===== src/rtl/fifo_tx_pkg.sv =====
// Shared types and helpers for the FIFO-to-serial transmitter.
// Latency: n/a (package only).
// Backpressure: n/a (package only).
package fifo_tx_pkg;

    typedef enum logic [1:0] {
        IDLE   = 2'd0,
        REQ    = 2'd1,
        SHIFT  = 2'd2,
        PARITY = 2'd3
    } tx_state_t;

    // Bit-position counter width for a given word width.
    // $clog2(width) bits cover positions 0..width-1, with a floor of one bit.
    function automatic int bit_cnt_width(input int width);
        return (width > 1) ? $clog2(width) : 1;
    endfunction

endpackage


===== src/rtl/fifo_tx_serializer.sv =====
// Pops one FIFO word per bus grant and sends it LSB-first as a serial frame, with optional even parity.
// Latency: 1 cycle IDLE + 1 cycle REQ + WIDTH data cycles (+1 parity cycle); bus_req drops for one IDLE cycle between frames.
// Backpressure: tx_ready=0 or a lost grant stalls the frame in place, holding tx_data/tx_last and the bit position.
//
// Ports:
//   clk, rst                  rising-edge clock, synchronous active-high reset
//   fifo_empty, fifo_data     FIFO read side: empty flag and head word
//   fifo_deq                  one-cycle pop strobe, issued on the grant cycle in REQ
//   bus_req, bus_grant        arbiter handshake, request held for the whole frame
//   tx_data, tx_valid,        serial bit, bit valid (follows grant), last-bit marker
//   tx_last, tx_ready         and receiver accept
//   busy                      high whenever not IDLE
//   words_sent                completed-frame counter, wraps
module fifo_tx_serializer
    import fifo_tx_pkg::*;
#(
    parameter int WIDTH     = 32,
    parameter int PARITY_EN = 1,
    parameter int CNT_W     = 16
) (
    input  logic             clk,
    input  logic             rst,
    input  logic             fifo_empty,
    input  logic [WIDTH-1:0] fifo_data,
    output logic             fifo_deq,
    output logic             bus_req,
    input  logic             bus_grant,
    output logic             tx_data,
    output logic             tx_valid,
    output logic             tx_last,
    input  logic             tx_ready,
    output logic             busy,
    output logic [CNT_W-1:0] words_sent
);

    localparam int                   BIT_CNT_W = bit_cnt_width(WIDTH);
    localparam logic [BIT_CNT_W-1:0] LAST_BIT  = BIT_CNT_W'(WIDTH - 1);
    localparam bit                   PAR_ON    = (PARITY_EN != 0);

    tx_state_t            state;
    tx_state_t            state_nxt;
    logic [WIDTH-1:0]     shift_reg;
    logic [BIT_CNT_W-1:0] bit_cnt;
    logic                 parity;

    logic                 load;        // grant cycle: capture the FIFO head
    logic                 xfer;        // a data bit is accepted this cycle
    logic                 frame_done;  // final bit of the frame is accepted
    logic                 last_bit;

    assign last_bit = (bit_cnt == LAST_BIT);
    assign busy     = (state != IDLE);

    always_ff @(posedge clk) begin
        if (rst) begin
            state <= IDLE;
        end else begin
            state <= state_nxt;
        end
    end

    always_comb begin
        state_nxt  = state;
        load       = 1'b0;
        xfer       = 1'b0;
        frame_done = 1'b0;
        fifo_deq   = 1'b0;
        bus_req    = 1'b0;
        tx_data    = 1'b0;
        tx_valid   = 1'b0;
        tx_last    = 1'b0;

        case (state)
            IDLE: begin
                if (!fifo_empty) begin
                    state_nxt = REQ;
                end
            end

            REQ: begin
                bus_req = 1'b1;
                // A vanished head word means another reader touched the FIFO;
                // back off without popping rather than load garbage.
                if (fifo_empty) begin
                    state_nxt = IDLE;
                end else if (bus_grant) begin
                    fifo_deq  = 1'b1;
                    load      = 1'b1;
                    state_nxt = SHIFT;
                end
            end

            SHIFT: begin
                bus_req  = 1'b1;
                tx_data  = shift_reg[0];
                tx_valid = bus_grant;
                // Without a parity bit the last data bit closes the frame.
                tx_last  = !PAR_ON && last_bit;
                if (bus_grant && tx_ready) begin
                    xfer = 1'b1;
                    if (last_bit) begin
                        if (PAR_ON) begin
                            state_nxt = PARITY;
                        end else begin
                            state_nxt  = IDLE;
                            frame_done = 1'b1;
                        end
                    end
                end
            end

            PARITY: begin
                bus_req  = 1'b1;
                tx_data  = parity;
                tx_valid = bus_grant;
                tx_last  = 1'b1;
                if (bus_grant && tx_ready) begin
                    state_nxt  = IDLE;
                    frame_done = 1'b1;
                end
            end

            default: begin
                state_nxt = IDLE;
            end
        endcase
    end

    // Datapath only moves on load or accepted bit, so stalls hold everything.
    always_ff @(posedge clk) begin
        if (rst) begin
            shift_reg  <= '0;
            bit_cnt    <= '0;
            parity     <= 1'b0;
            words_sent <= '0;
        end else begin
            if (load) begin
                shift_reg <= fifo_data;
                bit_cnt   <= '0;
                parity    <= 1'b0;
            end else if (xfer) begin
                shift_reg <= {1'b0, shift_reg[WIDTH-1:1]};
                bit_cnt   <= bit_cnt + BIT_CNT_W'(1);
                parity    <= parity ^ shift_reg[0];
            end
            if (frame_done) begin
                words_sent <= words_sent + CNT_W'(1);
            end
        end
    end

endmodule


===== config.mk =====
export PLATFORM = sky130hd
export DESIGN_NAME = fifo_tx_serializer
export DESIGN_NICKNAME = d
export VERILOG_FILES = /design/src/rtl/fifo_tx_pkg.sv /design/src/rtl/fifo_tx_serializer.sv
export SDC_FILE = /design/constraint.sdc
export NUM_CORES = 1
export LEC_CHECK = 0
export ABC_AREA = 1
export BUFFER_PORTS_ARGS = -buffer_cell sky130_fd_sc_hd__buf_2
export CORE_MARGIN = 1.5
export CORE_UTILIZATION = 40
export DETAILED_ROUTE_END_ITERATION = 8
export PLACE_DENSITY_LB_ADDON = 0.05
export SLEW_MARGIN = 10
export SYNTH_ARGS = -nofsm -noshare
export SYNTH_HDL_FRONTEND = slang
export SYNTH_SLANG_ARGS = --single-unit

===== constraint.sdc =====
create_clock -name clk -period 1.6 [get_ports clk]
set_input_delay 0.08 -clock clk [delete_from_list [all_inputs] [get_ports clk]]
set_output_delay 0.08 -clock clk [all_outputs]
set_load 0.05 [all_outputs]

---- Word-level counts from Yosys, hierarchy flattened ----
Index checks and enable logic that the tools add are counted.
operators by class
  $add $sub $neg .......................... 2
  equal/unequal tests ..................... 9
  mux-type cells .......................... 19
  bitwise gates (word level) .............. 1
  reduce and logical (&&, ||, !) cells .... 8
operators with widths
  operator                 number
  $mux W32                 2
  $add A16 B1 Y16 const B  1
  $mux W2                  6
  $mux W1                  9
  $ne A2 B2 Y1 const B     4
  $pmux W2 S4              1
  $add A5 B1 Y5 const B    1
  $eq A5 B5 Y1 const B     1
  $reduce_and A5 Y1        1
  $eq A2 B2 Y1 const B     2
  $reduce_bool A2 Y1       2
  $reduce_or A2 Y1         2
  $ne A3 B3 Y1 const B     1
  $reduce_or A3 Y1         1
  $eq A2 B1 Y1 const B     1
  $logic_not A2 Y1         1
  $pmux W1 S2              1
  $logic_and A1 B1 Y1      1
  $xor A1 B1 Y1            1
word-level totals
  register bits ........................... 56
  input bits .............................. 37

---- Depth between registers and ports, before layout ----
  word-level depth ........................ 5
  gate-level depth with buffers ........... 9
  depth with buffers taken out ............ 9

---- Worst setup path after synthesis ----
Ideal clock, no wire load.
  kind .................................... register to register
  start ................................... register words_sent[1]
  end ..................................... register words_sent[12]
  arrival ................................. 1.517 ns
  required time ........................... 1.484 ns
  setup slack ............................. -0.032 ns
  stages on the path, launching flop included .. 7
  buffers on the path ..................... 0
  clock period less this slack ............ 1.632 ns
  path through ............................ dfxtp_1 ha_1 nand3_1 nor2_1 nand4_1 o21ai_0 nor2_1
on the way
  longest elaborated chain between the ends .. 1
ends and longest elaborated chain
  element                 line                       RTL
  start, declared         fifo_tx_serializer.sv:33   output logic [CNT_W-1:0] words_sent
  start signal, assigned  fifo_tx_serializer.sv:147  words_sent <= words_sent + CNT_W'(1);
  $add A16 B1 Y16         fifo_tx_serializer.sv:147
Every way passes these cells.
A chain may end at the register's enable or synchronous reset.

==> results.sh <==
export IMPL_drive_gt1_frac=0.236
export IMPL_io_buffers=58
export IMPL_max_clock_path_buffers=2
export IMPL_p_leak_nw=1.54
export IMPL_crit_fanout=20
export IMPL_chipHeight_um=88.4
export IMPL_nets=523
export IMPL_final_cell_mix="107 x nor2_1, 85 x inv_1, 59 x nand2_1"
export IMPL_postRouteAntennaNets=0
export IMPL_fin_crit_ps=1490
export IMPL_firstDrtPassIters=4
export IMPL_grt_max_degree=26
export IMPL_pin_count=59
export IMPL_synthMuxAreaShare=0
export IMPL_grt_use_total=0.173
export IMPL_antenna_found_initial=0
export IMPL_place_congestion=0.825
export IMPL_avgSynthCellArea_um2=6.88
export IMPL_via_per_inst=4.60
export IMPL_setup_worst_path_start_class="register"
export IMPL_hold_violations=0
export IMPL_worstSetupPathType="reg -> out"
export IMPL_numCtsBuffers=5
export IMPL_dieWidth_um=88.4
export IMPL_synth_distinct_cells=27
export IMPL_synthesis_nets=464
export IMPL_cp_arrival_ps=1410
export IMPL_min_from="fifo_data[31]"
export IMPL_route_detailed_drc=0
export IMPL_clk_pin_slew_worst_paths_ps=110
export IMPL_combinationalPowerShare=0.154
export IMPL_ys_seq_elements=56
export IMPL_start_util=0.422
export IMPL_rsz0062_at_grt="false"
export IMPL_cts_tree="built"
export IMPL_first_iter_violations=94
export IMPL_synthFlopType="dfxtp_1"
export IMPL_syn_inst=424
export IMPL_final_common_cell="nor2_1"
export IMPL_synth_area_um2=2920
export IMPL_yosys_area_share_simple=0.289
export IMPL_p_clk_frac=0.296
export IMPL_yosys_area_share_adder=0.0129
export IMPL_post_cts_buffers=0
export IMPL_synth_async_reset_ratio=0
export IMPL_routed_via_count=2669
export IMPL_cts_htree_levels=2
export IMPL_yosys_warnings=0
export IMPL_synth_edf_count=0
export IMPL_grt_overflow_total=0
export IMPL_holdWs_ps=21.3
export IMPL_p_seq_frac=0.551
export IMPL_synth_top_cell_area_share=0.384
export IMPL_largest_reg_flops=32
export IMPL_synth_seq_area_share=0.384
export IMPL_internal_power_mw=1.90
export IMPL_fp_row_count=30
export IMPL_area_delta_synth_final_pct=17.7
export IMPL_required_ps=1520
export IMPL_finalClockSkew_ps=12.6
export IMPL_clock_latency_ps=310
export IMPL_cts_sinks=56
export IMPL_hold_class="in -> reg"
export IMPL_grt_pass1_wl_um=10800
export IMPL_cts_root_buf="clkbuf_8"
export IMPL_p_switching_uw=754
export IMPL_antenna_cells=0
export IMPL_core_um2=6910
export IMPL_avgRoutedWirePerCell_um=11.1
export IMPL_status="completed"
export IMPL_peakVddDrop_mv=0.350
export IMPL_yosys_area_top_type="dfxtp_1"
export IMPL_hpwlAfterDp_um=4650
export IMPL_wirelength_um=6450
export IMPL_period_share=0.934
export IMPL_dieArea_um2=7810
export IMPL_relSlewSlack=0.809
export IMPL_max_freq_ghz=0.669
export IMPL_power_density_nw_per_um2=772
export IMPL_synth_top_family_by_area="simple AND/OR/NAND/NOR gates"
export IMPL_drv_slew=0
export IMPL_synth_area_top_cells="dfxtp_1 38%, nor2_1 14%, inv_1 11%"
export IMPL_total_power_mw=2.65
export IMPL_drv_cap=0
export IMPL_worstSetupEndpointType="primary output"
export IMPL_sw_frac_of_total=0.285
export IMPL_grt_pass1_vias=2456
export IMPL_synth_xor_area_frac=0.00601
export IMPL_fin_tns_setup_ps=0
export IMPL_tightest_slew_ps=286
export IMPL_setup_viol=0
export IMPL_synth_compound_area_share=0.157
path summary, 6_finish.rpt:
path,slack (ps),cells after the start,end
hold / removal,20,3,shift_reg[31]$_SDFFE_PP0P_
setup reg to reg,180,8,shift_reg[6]$_SDFFE_PP0P_
setup / recovery,110,5,fifo_deq
hold reg to reg,490,2,bit_cnt[4]$_SDFFE_PP0P_
cells by family (layout without fill, tap and decap cells):
group,after synthesis,in the layout
AOI/OAI and AO/OA,58,58
xor gates and xnor gates,2,2
adders and majority gates,3,3
buffers and inverters,103,163
DFF,56,56
and+or+nand+nor,202,202
stage by stage:
step           std cells  worst slack (ps)  area [um2]  utilization
4_1_cts              580              47.9        3410        0.494
2_1_floorplan        424              41.7        2920            -
3_5_place_dp         572              86.1        3310        0.480
6_report             580               106        3430        0.497
5_1_grt              580              7.95        3430        0.497
3_3_place_gp         572              97.1        3310        0.480
Yosys cell counts (3+ instances only):
cell type,instances
a21oi_1,14
a31oi_1,4
buf_2,5
clkbuf_1,5
dfxtp_1,56
ha_1,3
inv_1,85
nand2_1,59
nand2_2,5
nand3_1,14
nand4_1,5
nor2_1,108
nor3_1,4
o21ai_0,12
o22ai_1,6
o22ai_2,20
worst max-delay path, cell delays in order, from the launching register on:
cell and delay (ps):
dfxtp_2 350, inv_2 120, nand4_4 150, buf_12 200, clkinv_2 110, buf_6 170
area by class of cell:
type	count	area [um2]
Inverter	88	335
Tap cell	96	120
Clock buffer	6	72.6
Timing Repair Buffer	67	389
Fill cell	749	3470
Sequential cell	56	1130
Clock inverter	2	16.3
Multi-Input combinational cell	265	1370
metal layers:
layer	share of wire	routed length [um]	vias to the layer above	global-route usage
li1	-	-	1416	-
met1	0.51	3280	1194	0.234
met2	0.43	2800	52	0.285
met3	0.049	314	7	0.0336
met4	0.0085	55	0	0.0440
met5	0	0	-	0
power groups by stage:
stage,combinational (mW),sequential [mW],clock (mW)
final,0.407,1.46,0.783
after global routing,0.455,1.47,0.865
after CTS,0.409,1.46,0.822
after detailed placement,0.402,1.49,0
after global placement,0.402,1.49,0
after floorplan,0.293,1.48,0
repair_timing:
action	in CTS	in global routing
endpoints found under the setup margin	1	5
hold buffers	0	0
resized for setup	4	6
No activity file was read; power rests on OpenSTA's default activity.
